==> src/rtl/decoder38_scan.sv <==
// ---------------------------------------------------------------------------
// decoder38_scan
//
// Registered 3-to-8 decoder with a dwell timer. Two ways of driving a line:
//   - load mode (iMode = 0): a 3-bit code is accepted over iValid/oReady and
//     its one-hot line is held for HOLD_CYCLES clock cycles, then released.
//   - scan mode (iMode = 1): lines 0..7 are stepped in order, each held for
//     HOLD_CYCLES cycles, wrapping 7 -> 0 with no gap between lines.
// Typical use: digit/anode select for multiplexed displays, one-hot strobes.
//
// Parameters:
//   HOLD_CYCLES  dwell per asserted line in clk cycles (0 behaves as 1)
//   CNT_W        dwell counter width, 2**CNT_W must exceed HOLD_CYCLES
//
// Ports:
//   clk      in   system clock, rising edge
//   rst_n    in   asynchronous active-low reset
//   iEn      in   block enable; low aborts any activity on the next edge
//   iMode    in   0 = load, 1 = scan
//   iValid   in   iData carries a code (load mode)
//   iData    in   [2:0] code to decode
//   oReady   out  a code can be accepted this cycle
//   oData    out  [7:0] registered one-hot line (one-cold when inverted)
//   oValid   out  oData currently drives a line
//   oCode    out  [2:0] code currently driven, 0 when idle
//
// Build option:
//   DECODER38_ACTIVE_LOW_EN  when defined, oData is inverted (one-cold) so
//                            active-low anodes can be driven directly; idle
//                            and reset value becomes 8'hFF.
// ---------------------------------------------------------------------------
module decoder38_scan #(
   parameter int HOLD_CYCLES = 4,
   parameter int CNT_W       = 16
) (
   input  logic       clk,
   input  logic       rst_n,
   input  logic       iEn,
   input  logic       iMode,
   input  logic       iValid,
   input  logic [2:0] iData,
   output logic       oReady,
   output logic [7:0] oData,
   output logic       oValid,
   output logic [2:0] oCode
);

   // A zero dwell would never show a line, so it is stretched to one cycle.
   localparam int HOLD_EFF = (HOLD_CYCLES < 1) ? 1 : HOLD_CYCLES;
   localparam logic [CNT_W-1:0] RELOAD = CNT_W'(HOLD_EFF - 1);

`ifdef DECODER38_ACTIVE_LOW_EN
   localparam logic [7:0] DATA_IDLE = 8'hFF;
`else
   localparam logic [7:0] DATA_IDLE = 8'h00;
`endif

   // Output polarity is folded in before the flop so oData stays glitch free.
   function automatic logic [7:0] line_of(input logic [2:0] code);
      logic [7:0] one_hot;
      one_hot = 8'h01 << code;
`ifdef DECODER38_ACTIVE_LOW_EN
      return ~one_hot;
`else
      return one_hot;
`endif
   endfunction

   typedef enum logic [1:0] {
      ST_IDLE,
      ST_HOLD,
      ST_SCAN
   } state_t;

   state_t           state_q, state_d;
   logic [CNT_W-1:0] cnt_q,   cnt_d;
   logic [2:0]       code_q,  code_d;
   logic [7:0]       data_q,  data_d;
   logic             valid_q, valid_d;
   logic             go_idle;

   // Next-state logic. The counter holds the number of edges still to pass
   // before the current line ends; zero means this is the last cycle.
   always_comb begin
      state_d = state_q;
      cnt_d   = cnt_q;
      code_d  = code_q;
      data_d  = data_q;
      valid_d = valid_q;
      go_idle = 1'b0;

      case (state_q)
         ST_IDLE: begin
            go_idle = 1'b1;
            // Scan takes precedence: iValid is ignored once scan is requested.
            if (iEn && iMode) begin
               go_idle = 1'b0;
               state_d = ST_SCAN;
               cnt_d   = RELOAD;
               code_d  = 3'd0;
               data_d  = line_of(3'd0);
               valid_d = 1'b1;
            end else if (iEn && iValid) begin
               go_idle = 1'b0;
               state_d = ST_HOLD;
               cnt_d   = RELOAD;
               code_d  = iData;
               data_d  = line_of(iData);
               valid_d = 1'b1;
            end
         end

         ST_HOLD: begin
            if (!iEn || (cnt_q == '0)) begin
               go_idle = 1'b1;
            end else begin
               cnt_d = cnt_q - CNT_W'(1);
            end
         end

         ST_SCAN: begin
            // A mode change is only honoured at a dwell boundary so the
            // current line always finishes; disable aborts immediately.
            if (!iEn) begin
               go_idle = 1'b1;
            end else if (cnt_q == '0) begin
               if (iMode) begin
                  cnt_d  = RELOAD;
                  code_d = code_q + 3'd1;
                  data_d = line_of(code_q + 3'd1);
               end else begin
                  go_idle = 1'b1;
               end
            end else begin
               cnt_d = cnt_q - CNT_W'(1);
            end
         end

         default: begin
            go_idle = 1'b1;
         end
      endcase

      if (go_idle) begin
         state_d = ST_IDLE;
         cnt_d   = '0;
         code_d  = 3'd0;
         data_d  = DATA_IDLE;
         valid_d = 1'b0;
      end
   end

   // State and output registers.
   always_ff @(posedge clk or negedge rst_n) begin
      if (!rst_n) begin
         state_q <= ST_IDLE;
         cnt_q   <= '0;
         code_q  <= 3'd0;
         data_q  <= DATA_IDLE;
         valid_q <= 1'b0;
      end else begin
         state_q <= state_d;
         cnt_q   <= cnt_d;
         code_q  <= code_d;
         data_q  <= data_d;
         valid_q <= valid_d;
      end
   end

   // Ready depends only on registered state and the enable, never on iValid.
   assign oReady = (state_q == ST_IDLE) && iEn;
   assign oData  = data_q;
   assign oValid = valid_q;
   assign oCode  = code_q;

endmodule

==> config.mk <==
export PLATFORM = sky130hd
export DESIGN_NAME = decoder38_scan
export DESIGN_NICKNAME = d
export VERILOG_FILES = /design/src/rtl/decoder38_scan.sv
export SDC_FILE = /design/constraint.sdc
export NUM_CORES = 1
export LEC_CHECK = 0
export ABC_AREA = 1
export CAP_MARGIN = 20
export CORE_MARGIN = 2
export CORE_UTILIZATION = 35
export CTS_CLUSTER_SIZE = 8
export DETAILED_ROUTE_END_ITERATION = 7
export MAX_ROUTING_LAYER = met4
export SYNTH_ARGS = -nofsm -noshare
export SYNTH_HDL_FRONTEND = slang
export SYNTH_SLANG_ARGS = --single-unit
==> constraint.sdc <==
create_clock -name clk -period 1.7 [get_ports clk]
set_input_delay 0.34 -clock clk [delete_from_list [all_inputs] [get_ports clk]]
set_output_delay 0.34 -clock clk [all_outputs]
set_load 0.01 [all_outputs]
==> results of run 1 <==
==> worst max-delay path by stage <==
stage	start	cells past startpoint	slack (ns)	endpoint
after floorplan	state_q[0]	10	0.07	oCode[2]
after global placement	iEn	5	-0.26	oReady
after detailed placement	iEn	5	-0.25	oReady
after CTS	state_q[0]	7	0.004	cnt_q[4]
after global routing	cnt_q[7]	8	-0.09	cnt_q[13]
final	cnt_q[5]	8	-0.03	cnt_q[6]
==> state kept, by name (all words and copies together) (netlist names) <==
signal / flops
cnt_q: 16
oValid: 1
state_q: 2
oCode: 3
oData: 8
==> logic make-up after synthesis <==
group / synth area share
buffers and inverters: 0.0937
AND/OR/NAND/NOR: 0.360
adder cells (fa/ha/maj): 0.0613
XOR/XNOR: 0.0472
AO/OA/AOI/OAI: 0.0705
flip-flops: 0.368
==> synthesized netlist by cell type <==
library cell,instances,share of area
nand2_1,77,0.14
nand3_1,56,0.14
inv_1,33,0.061
nor2_1,31,0.057
dfrtp_1,30,0.37
o21ai_0,12,0.029
ha_1,10,0.061
xnor2_1,7,0.030
a21oi_1,4,0.0098
o22ai_1,4,0.012
xor2_1,4,0.017
buf_2,3,0.0074
buf_6,3,0.017
nand2_2,3,0.0092
clkbuf_1,2,0.0037
nor3_1,2,0.0049
o211ai_1,2,0.0074
a21boi_0,1,0.0037
a21oi_2,1,0.0043
buf_4,1,0.0037
inv_2,1,0.0018
nand3b_1,1,0.0037
nor2_2,1,0.0031
o21a_1,1,0.0037
or2_1,1,0.0031
==> power by group through the flow <==
stage	Clock (uW)	Combinational, uW	Sequential [uW]
final	577	4870	1040
after global routing	635	5270	1070
after CTS	593	3780	1020
after detailed placement	0	3280	1030
after global placement	0	3250	1020
after floorplan	0	2080	1080
==> area by class of cell <==
class,instances,area share
clock buffers,6,0.0268
flip-flops and latches,30,0.244
repair inverters,1,0.00243
repair buffers,71,0.232
multi-input cells,218,0.423
well taps,72,0.0292
inverters,34,0.0430
==> repair_timing <==
item,in CTS,in global routing
endpoints found under the setup margin,24,30
gates cloned,2,4
setup buffers,3,7
resized for setup,14,56
pin swaps,3,30
hold buffers,0,0
==> cell usage in the layout (no fill, tap or decap), types with 4 or more instances in the layout <==
| master | n |
|---|---|
| clkdlybuf4s50_1 | 16 |
| buf_4 | 38 |
| o21ai_0 | 11 |
| o22ai_1 | 4 |
| buf_6 | 6 |
| xnor2_1 | 6 |
| dfrtp_1 | 29 |
| nand3_1 | 41 |
| a21oi_1 | 4 |
| xor2_1 | 4 |
| inv_1 | 28 |
| nand3_2 | 15 |
| clkbuf_8 | 6 |
| nand2_2 | 5 |
| nand2_1 | 72 |
| ha_1 | 6 |
| nor2_2 | 5 |
| inv_2 | 4 |
| nor2_1 | 24 |
==> worst max-delay path, cell delays in order, from the launching register on <==
cell and delay [ns]:
dfrtp_1 0.40, nor2_2 0.17, nand2_2 0.10, nor2_4 0.18, nand2_4 0.09, o21ai_4 0.20, clkinvlp_4 0.29, nand3_2 0.13
nand2_1 0.06
==> layer usage <==
| metal | routed length (microns) | part of all wire | track usage | vias to the layer above |
|---|---|---|---|---|
| li1 | - | - | - | 1077 |
| met1 | 2550 | 0.44 | 0.220 | 1042 |
| met2 | 3030 | 0.52 | 0.305 | 39 |
| met3 | 166 | 0.029 | 0.0315 | 4 |
| met4 | 39 | 0.0067 | 0.0508 | 0 |
| met5 | 0 | 0 | - | - |
==> per-stage QoR <==
step	setup slack (ns)	area [sq um]	power, uW
floorplan	0.0732	2040	3160
global route	-0.0884	3090	6970
CTS	0.00417	2750	5390
finish	-0.0273	3090	6480
detailed placement	-0.254	2560	4310
global placement	-0.264	2560	4270
==> results.cfg, run 1 <==
[run_status]
status = finished with violations
failed_checks = negative setup slack

[worst_setup_path]
reg2reg_to = cnt_q[6]
startpoint_type = register
r2r_start = cnt_q[5]
worstSetupPathType = reg2reg
rrSetupSlack_ns = -0.03
path_max_fanout = 7
crit_path_end_kind = register
worstRegToRegCells = 8
required_ns = 1.86
worst_ep_arrival_time_ns = 1.89

[clock_tree]
ctsLongestPathBuffers = 2
insertion_delay_ns = 0.28
root_buffer = clkbuf_8
cts_tree = done
cts_buffers = 5
path_clk_slew_ns = 0.06
h-tree-depth = 2
cts.sinks = 30

[timing]
whs_ns = 0.463
skew_ns = 0.00450
max_freq_mhz = 579
fin_crit_ns = 1.73
period_share = 1.02
rsz0062_at_grt = true
final.setup.tns_ns = -0.107
max-slew-margin-rel = 0.730
setup_slack_ns = -0.0273
final-hold-violation-count = 0
setup_violations = 7
maxSlewViolCount = 0
worst_pin_slew_ns = 0.406

[routing]
remaining_drc_errors = 0
avgRoutedWirePerCell_microns = 13.4
first_iter_violations = 150
routed-via-count = 2162
final_antenna_net_count = 0
via_per_inst = 5.00
firstDrtPassIters = 4
wl_microns = 5790

[pwr]
power_density_nw_per_um2 = 2100
p_sw_frac = 0.457
p_sw_uw = 2960
power.share.sequential = 0.160
max-vdd-ir-drop_uv = 1010
power.internal_uw = 3520
combPwrFrac = 0.751
p_leak_uw = 0.00165
power_frac_clock = 0.089

[synth]
ys_seq_elements = 30
yosysWarnings = 0
synthCells = 291
syn_area_sq_um = 2040
synth.distinct_cells = 25
synth_nets = 309
yosysSeqAreaShare = 0.368
avgSynthCellArea_sq_um = 7.02

[placed_design]
dp.cells = 410
gp_congestion = 0.910
post-dp-hpwl_microns = 3480
port_buffers = 20

[die]
fp.dieH_microns = 80.4
die-area_sq_um = 6460
rows = 27
core_area_sq_um = 5570
initial_utilization = 0.366
io_pins = 21
die_w_microns = 80.4

[finish]
nets = 379
regArea_sq_um = 752
diodes = 0
drive_above_1_share = 0.292
multiInputGateArea_sq_um = 1300
n_fill_cell = 557
final_cells = 432
final_core_util = 0.554
syn_to_final_growth_pct = 51.1

[grt]
overflow = 0
grt_pass1_wl_microns = 8850
grt_pass1_vias = 1982
antenna_found_initial = 0
track_usage = 0.180
grt_max_degree = 31

[job]
max_cap_viol_count = 0

[hold_path]
hp-class = in2async
No activity file was read; power rests on OpenSTA's default activity.
==> inputs of run 2 (changes only) <==
CAP_MARGIN = 5   (was 20)
CORE_UTILIZATION = 46   (was 35)
PLACE_DENSITY = 0.69   (was unset)
==> results.cfg, run 2 (synthesized netlist as in run 1, its figures left out) <==
[finish]
final_cell_mix = 73 x nand2_1, 55 x nand3_1, 31 x inv_1, 31 x buf_4, 29 x dfrtp_1
largest_reg_flops = 16
syn_to_final_growth_pct = 36.8
final_core_util = 0.646
fin_area_sq_um = 2790
final_common_cell = nand2_1
drive_above_1_share = 0.204
final_cells = 400
nets = 367
diodes = 0
n_fill_cell = 382
largest-register = cnt_q

[run_status]
status = finished clean

[routing]
wl_microns = 5210
avgRoutedWirePerCell_microns = 13.0
routed-via-count = 2075
final_antenna_net_count = 0
remaining_drc_errors = 0
via_per_inst = 5.19
firstDrtPassIters = 4
first_iter_violations = 159

[timing]
maxSlewViolCount = 0
period_share = 0.999
whs_ns = 0.458
skew_ns = 0.00440
max-slew-margin-rel = 0.740
worst_pin_slew_ns = 0.390
max_freq_mhz = 589
setup_violations = 0
setup_slack_ns = 0.00229
fin_crit_ns = 1.70
final-hold-violation-count = 0

[grt]
globalRouteMet3Util = 0.0385
overflow = 0
grt_pass1_wl_microns = 7690
antenna_found_initial = 0
track_usage = 0.197
grt_max_degree = 41
grt_pass1_vias = 1848
use_met1 = 0.242
grt_busiest_layer = met2
gr-usage-met2 = 0.324

[worst_setup_path]
crit_path_max_incr_delay_ns = 0.41
worstRegToRegCells = 10
rrSetupSlack_ns = 0.002
required_ns = 1.87
path_cells = inv_1 -> ha_4 -> nand2_2 -> nor2_4 -> nand2_4 -> o21ai_4 -> clkinvlp_2 -> buf_4 -> nand3_1 -> nand2_1
path_max_fanout = 7
startpoint_type = register
worstSetupPathType = reg2reg
crit_path_end_kind = register
slowest_stage = dfrtp_1
r2r_start = cnt_q[1]
reg2reg_to = cnt_q[14]
worst_ep_arrival_time_ns = 1.87

[clock_tree]
h-tree-depth = 2
insertion_delay_ns = 0.28
cts.sinks = 30
cts_buffers = 5
root_buffer = clkbuf_8
cts_tree = done
ctsLongestPathBuffers = 2
hold_buffers = 0
path_clk_slew_ns = 0.06

[die]
die-area_sq_um = 4990
io_pins = 21
core_area_sq_um = 4320
rows = 24
die_w_microns = 70.6
fp.dieH_microns = 70.6
initial_utilization = 0.472

[placed_design]
dp.cells = 385
place_area_sq_um = 2510
port_buffers = 20
post-dp-hpwl_microns = 3300
dp_slack_ns = -0.234
gp_congestion = 0.819

[pwr]
power_frac_clock = 0.101
power.internal_uw = 3070
p_leak_uw = 0.00155
combPwrFrac = 0.719
p_sw_uw = 2590
p_sw_frac = 0.458
power_density_nw_per_um2 = 2030
power.share.sequential = 0.180
max-vdd-ir-drop_uv = 984

[job]
max_cap_viol_count = 0

[hold_path]
hp-class = in2async
[run 2: cell type report]
class / instances / area [sq um] / area share
clock buffer: 6 / 82.6 / 0.0296
inverter: 34 / 128 / 0.0457
multi-input combinational: 218 / 1190 / 0.425
sequential: 30 / 752 / 0.269
tap: 52 / 65.1 / 0.0233
timing repair buffer: 59 / 574 / 0.206
timing repair inverter: 1 / 5.00 / 0.00179
[run 2: metal layers]
layer / vias up / part of all wire
li1: 1043 / -
met1: 965 / 0.45
met2: 59 / 0.50
met3: 8 / 0.046
met4: 0 / 0.012
met5: - / 0
[run 2: power by group through the flow]
stage / combinational, uW / sequential (uW) / clock [uW]
2_1_floorplan: 2080 / 1080 / 0
3_3_place_gp: 3220 / 1030 / 0
3_5_place_dp: 3270 / 1030 / 0
4_1_cts: 3310 / 1020 / 585
5_1_grt: 4450 / 1040 / 601
6_report: 4070 / 1020 / 570
[run 2: critical path: cells and delay by family (launching register included)]
family,cells,cell delay [ns]
flops,1,0.41
fa+ha+maj,1,0.15
compound gates,1,0.19
simple gates,5,0.45
buf+inv,3,0.39
[run 2: worst max path at each step]
| stage | start | to | cells past startpoint |
|---|---|---|---|
| after floorplan | state_q[0] | oCode[2] | 10 |
| after global routing | cnt_q[1] | cnt_q[14] | 10 |
| after global placement | iEn | cnt_q[9] | 9 |
| after detailed placement | iEn | cnt_q[5] | 9 |
| final | cnt_q[1] | cnt_q[14] | 10 |
| after CTS | state_q[0] | oReady | 5 |
[run 2: through the flow]
stage	power, uW	setup TNS (ns)
CTS	4920	0
detailed placement	4300	-5.83
global route	6090	-0.190
global placement	4240	-5.09
finish	5660	0
floorplan	3160	0
[run 2: what timing repair did]
action | 4_1_cts | 5_1_grt
gates resized for setup | 6 | 25
hold endpoints to repair | 0 | 0
buffers inserted | 0 | 5
setup endpoints to repair | 23 | 29
pin swaps | 0 | 6
gates cloned | 0 | 4
